### src/rtl/ask4_mapper_upsampler_if.sv
// Sample-rate stream between the 4-ASK mapper/upsampler and its neighbours:
// strobe and symbol in, upsampled amplitude, symbol strobe and phase out.
interface ask4_mapper_upsampler_if;
    logic               sam_clk_ena;
    logic [1:0]         sym_in;
    logic signed [17:0] sample_out;
    logic               sym_clk_ena;
    logic [1:0]         phase;

    modport master (
        output sam_clk_ena,
        output sym_in,
        input  sample_out,
        input  sym_clk_ena,
        input  phase
    );

    modport slave (
        input  sam_clk_ena,
        input  sym_in,
        output sample_out,
        output sym_clk_ena,
        output phase
    );
endinterface

### src/rtl/ask4_mapper_upsampler.sv
// 4-ASK symbol mapper with x4 zero-stuffing upsampler, symbol-rate LFSR
// enable and saturating per-level hit counters.
module ask4_mapper_upsampler #(
    parameter bit          GRAY    = 1'b1,
    parameter int unsigned A_LEVEL = 32768,
    parameter int unsigned CNT_W   = 16
) (
    input  logic                  clk,
    input  logic                  reset,
    ask4_mapper_upsampler_if.slave bus,
    input  logic                  clr_stats,
    output logic [CNT_W-1:0]      cnt_n3,
    output logic [CNT_W-1:0]      cnt_n1,
    output logic [CNT_W-1:0]      cnt_p1,
    output logic [CNT_W-1:0]      cnt_p3
);

    localparam logic signed [17:0] LVL_A  = 18'(A_LEVEL);
    localparam logic signed [17:0] LVL_3A = (LVL_A <<< 1) + LVL_A;

    logic [1:0]         phase_q;
    logic               sym_ena_q;
    logic signed [17:0] sample_q;
    logic               capture;
    logic [1:0]         lvl_idx;
    logic signed [17:0] level;
    logic [CNT_W-1:0]   cnt [4];

    assign capture = bus.sam_clk_ena && (phase_q == 2'd0);

    // lvl_idx orders the levels -3a, -a, +a, +3a; it also selects the counter
    always_comb begin
        lvl_idx = GRAY ? {bus.sym_in[1], bus.sym_in[1] ^ bus.sym_in[0]} : bus.sym_in;
        case (lvl_idx)
            2'd0:    level = -LVL_3A;
            2'd1:    level = -LVL_A;
            2'd2:    level = LVL_A;
            default: level = LVL_3A;
        endcase
    end

    always_ff @(posedge clk) begin
        if (reset) begin
            phase_q   <= '0;
            sample_q  <= '0;
            sym_ena_q <= 1'b0;
        end else begin
            sym_ena_q <= capture;
            if (bus.sam_clk_ena) begin
                phase_q  <= phase_q + 2'd1;
                sample_q <= capture ? level : '0;
            end
        end
    end

    always_ff @(posedge clk) begin
        if (reset || clr_stats) begin
            for (int unsigned i = 0; i < 4; i++) cnt[i] <= '0;
        end else if (capture && (cnt[lvl_idx] != '1)) begin
            cnt[lvl_idx] <= cnt[lvl_idx] + CNT_W'(1);
        end
    end

    assign bus.phase       = phase_q;
    assign bus.sample_out  = sample_q;
    assign bus.sym_clk_ena = sym_ena_q;
    assign cnt_n3 = cnt[0];
    assign cnt_n1 = cnt[1];
    assign cnt_p1 = cnt[2];
    assign cnt_p3 = cnt[3];

endmodule

### src/flat_wrapper.sv
// flat-port wrapper written by rule: the top's interface ports become plain ports
module ask4_mapper_upsampler_flat 
#(
    parameter bit          GRAY    = 1'b1,
    parameter int unsigned A_LEVEL = 32768,
    parameter int unsigned CNT_W   = 16
)
  (clk, reset, clr_stats, cnt_n3, cnt_n1, cnt_p1, cnt_p3, bus_sam_clk_ena, bus_sym_in, bus_sample_out, bus_sym_clk_ena, bus_phase);
  ask4_mapper_upsampler_if bus_i ();
  input  logic clk;
  input  logic reset;
  input  logic clr_stats;
  output logic [CNT_W-1:0] cnt_n3;
  output logic [CNT_W-1:0] cnt_n1;
  output logic [CNT_W-1:0] cnt_p1;
  output logic [CNT_W-1:0] cnt_p3;
  input wire logic [$bits(bus_i.sam_clk_ena)-1:0] bus_sam_clk_ena;
  input wire logic [$bits(bus_i.sym_in)-1:0] bus_sym_in;
  output wire logic [$bits(bus_i.sample_out)-1:0] bus_sample_out;
  output wire logic [$bits(bus_i.sym_clk_ena)-1:0] bus_sym_clk_ena;
  output wire logic [$bits(bus_i.phase)-1:0] bus_phase;
  assign bus_i.sam_clk_ena = bus_sam_clk_ena;
  assign bus_i.sym_in = bus_sym_in;
  assign bus_sample_out = bus_i.sample_out;
  assign bus_sym_clk_ena = bus_i.sym_clk_ena;
  assign bus_phase = bus_i.phase;
  ask4_mapper_upsampler #(.GRAY(GRAY), .A_LEVEL(A_LEVEL), .CNT_W(CNT_W)) u_core (.clk(clk), .reset(reset), .bus(bus_i), .clr_stats(clr_stats), .cnt_n3(cnt_n3), .cnt_n1(cnt_n1), .cnt_p1(cnt_p1), .cnt_p3(cnt_p3));
endmodule
### config.mk
export PLATFORM = sky130hd
export DESIGN_NAME = ask4_mapper_upsampler_flat
export DESIGN_NICKNAME = d
export VERILOG_FILES = /design/src/rtl/ask4_mapper_upsampler_if.sv /design/src/rtl/ask4_mapper_upsampler.sv /design/src/flat_wrapper.sv
export SDC_FILE = /design/constraint.sdc
export NUM_CORES = 1
export LEC_CHECK = 0
export ABC_AREA = 1
export CORE_MARGIN = 2
export CORE_UTILIZATION = 46
export DETAILED_ROUTE_END_ITERATION = 12
export PLACE_DENSITY = 0.77
export REMOVE_ABC_BUFFERS = 1
export SLEW_MARGIN = 20
export SYNTH_ARGS = -nofsm -noshare
export SYNTH_HDL_FRONTEND = slang
export SYNTH_SLANG_ARGS = --single-unit
### constraint.sdc
create_clock -name clk -period 2.7 [get_ports clk]
set_input_delay 0.675 -clock clk [delete_from_list [all_inputs] [get_ports clk]]
set_output_delay 0.675 -clock clk [all_outputs]
set_load 0.005 [all_outputs]
==> flow_summary.ini <==
[place]
io_buffer_count = 75
dpl.cell_count = 700
place.gp.congestion = 0.945
placed_area_um2 = 5290
post-dp-hpwl_mm = 8.54

[cells_and_area]
final_area_um2 = 5500
antenna_cells = 0
layout.nets = 612
final_layout_size_suffix_gt1_share_pct = 20.9
synthToLayoutAreaGrowth_pct = 35.7
post-route-util_pct = 63.7
instances_no_fill = 717

[power_and_ir_drop]
pwr_density_cell_nw_per_um2 = 454
worst_ir_drop_vdd_mv = 0.292
p_leak_nw = 2.44
totalPowerFinal_w = 0.00250

[routing]
drtIter0Drc = 259
postRouteAntennaNets = 0
vias_per_cell = 5.09
drc_errors = 0
post_drt_wl_per_cell_um = 15.4
drtPass1Iterations = 5
num_vias = 3649
routed_wl_mm = 11.1

[worst_setup_path]
reg2reg_from = u_core.cnt[2][1]
worstSetupStartpointType = primary input
cp.arrival_ns = 2.44
r2r_cells = 11
r2r_setup_slack_ns = 0.73
path_buf_inv = 4
path_class = primary input to flop
path_max_fanout = 16
path_cells = dlymetal6s2s_1 -> buf_12 -> nor2_4 -> buf_4 -> nand2_1 -> nand2_1 -> nor2_2 -> nor2_2 -> nand2_2 -> nor2_4 -> nand2_8 -> nand4_2 -> buf_4 -> nor2_1
cp_top_family = simple AND/OR/NAND/NOR gates
worstReg2RegEnd = u_core.cnt[0][7]
crit_required_ns = 2.80
critPathSlowestCell = buf_4
endpoint_kind = flop
worst-path-stages = 14
cpPeakStageDelay_ns = 0.22

[min_path]
worstHoldPathType = flop to flop
timing.hold.worst.start = u_core.bus.sample_out[15]
hold-path-cell-count = 2
whs_endpoint = u_core.bus.sample_out[15]

[die]
num_rows = 34
die_h_um = 97.9
dieArea_um2 = 9590
ios = 91
core_region_area_um2 = 8640
start_util_pct = 47.0
die_x_um = 97.9

[clocking]
cts_tree = yes
insertion_delay_ns = 0.35
cts.path.max_buffers = 2
cts_max_level = 3
clk_pin_slew_ns = 0.07
root_buffer = clkbuf_8
numClockSinks = 70
numCtsBuffers = 9

[logic_synthesis]
synthTopCellsByCount = nand2_1 (115), nor2_1 (80), edfxtp_1 (64)
synth_cell_types = 31
synth_edf_count = 64
async_flop_share_pct = 0
synth_ff_type = edfxtp_1
synthCells = 474
synth-seq-area-share_pct = 50.3
yosysMostFrequentCell = nand2_1
synthTopCellsByArea = edfxtp_1 (47%), nand2_1 (11%), nor2_1 (7.4%)
avgSynthCellArea_um2 = 8.56
synth_seq_cells = 70
synth_top_area_share_pct = 47.4
synth_area_um2 = 4060
yosysWarnings = 0
yosys.area.top_type = edfxtp_1

[sta]
skew_ns = 0.0102
final-hold-violation-count = 0
slew_violations = 0
tns_ns = 0
fin_crit_ns = 2.35
rsz0062_at_grt = no
finalSetupViolCount = 0
post-route-period-util_pct = 86.9
max_freq_mhz = 426

[global_routing]
grt_overflow_total = 0
grt_max_degree = 20
grt_pass1_vias = 3674
antenna_found_initial = 0
grt_pass1_wl_mm = 17.7
grt_use_total_pct = 23.6

[job]
maxCapViolCount = 0

[status]
outcome = finished clean
-- per-stage QoR --
stage | setup slack, ns | hold WS (ns)
2_1_floorplan | -0.0318 | 0.455
3_3_place_gp | -0.266 | 0.463
3_5_place_dp | -0.361 | 0.467
4_1_cts | 0.0169 | 0.484
5_1_grt | 0.268 | 0.510
6_report | 0.355 | 0.480
-- worst reg2reg max path, stage by stage (launching register included) --
cell and delay, ns:
edfxtp_1 0.42, inv_1 0.08, nand2_1 0.04, nand3_1 0.07
nand2_1 0.10, ha_1 0.24, nand3_2 0.13, nor2_4 0.07
nand2_8 0.09, nand4_2 0.10, nand2_1 0.11, buf_4 0.21
-- cell families (layout without fill, tap and decap cells) --
| group | count (synthesis) | after routing | synth area share [%] |
|---|---|---|---|
| AO/OA/AOI/OAI | 10 | 10 | 1.23 |
| XOR/XNOR | 4 | 4 | 0.864 |
| adder cells (fa/ha/maj) | 2 | 2 | 0.617 |
| buffers and inverters | 92 | 213 | 11.9 |
| flip-flops | 70 | 70 | 50.3 |
| other | 1 | 15 | 0.0924 |
| AND/OR/NAND/NOR | 295 | 295 | 34.9 |
-- how the worst max path moves through the flow --
stage	slack, ns	start	end
6_report	0.35	bus_sym_in[0]	u_core.cnt[2][14]
3_5_place_dp	-0.36	bus_sym_in[0]	u_core.cnt[0][2]
2_1_floorplan	-0.03	bus_sym_in[0]	u_core.cnt[0][0]
5_1_grt	0.27	bus_sym_in[1]	u_core.cnt[2][14]
3_3_place_gp	-0.27	bus_sym_in[0]	u_core.cnt[0][5]
4_1_cts	0.02	bus_sym_in[0]	u_core.cnt[0][6]
-- flip-flops by register name, indices dropped and copies added (netlist names) --
register and flops:
u_core.bus.phase 2, u_core.cnt 64, u_core.bus.sample_out 3, u_core.bus.sym_clk_ena 1
-- cells in the final DEF, fill, tap and decap left out, drive strengths merged, types with 3 or more instances in the layout --
| cell | n |
|---|---|
| inv | 59 |
| nor3 | 6 |
| nor2 | 94 |
| buf | 63 |
| nand4 | 8 |
| clkbuf | 15 |
| edfxtp | 64 |
| dfxtp | 6 |
| o21ai | 7 |
| a21oi | 3 |
| conb | 15 |
| nand2 | 124 |
| xor2 | 3 |
| clkdlybuf4s50 | 73 |
| nand3 | 61 |
-- what timing repair did --
item | in CTS | in global routing
hold buffers | 0 | 0
resized for setup | 1 | 11
setup endpoints to repair | 1 | 115
buffers inserted | 0 | 1
-- where the power goes --
group | switching [W] | leakage (nW) | internal [W]
combinational | 0.000250 | 1.59 | 0.000223
clock | 0.000370 | 0.0877 | 0.000384
sequential | 0.0000370 | 0.764 | 0.00124
-- area by class of cell --
| cell class | count | area, um2 |
|---|---|---|
| tap | 108 | 135 |
| fill | 726 | 3130 |
| clock buffer | 15 | 166 |
| sequential | 70 | 2040 |
| inverter | 59 | 226 |
| timing repair buffer | 138 | 1320 |
| clock inverter | 1 | 5.00 |
| multi-input combinational | 326 | 1610 |
-- metal layers --
layer | GRT usage (%) | vias to the layer above | wire [um]
met5 | 0 | - | 0
met4 | 11.4 | 0 | 322
met3 | 4.08 | 29 | 703
met2 | 40.4 | 177 | 5420
met1 | 28.8 | 1699 | 4600
li1 | - | 1744 | -
(Power assumes the default switching activity.)
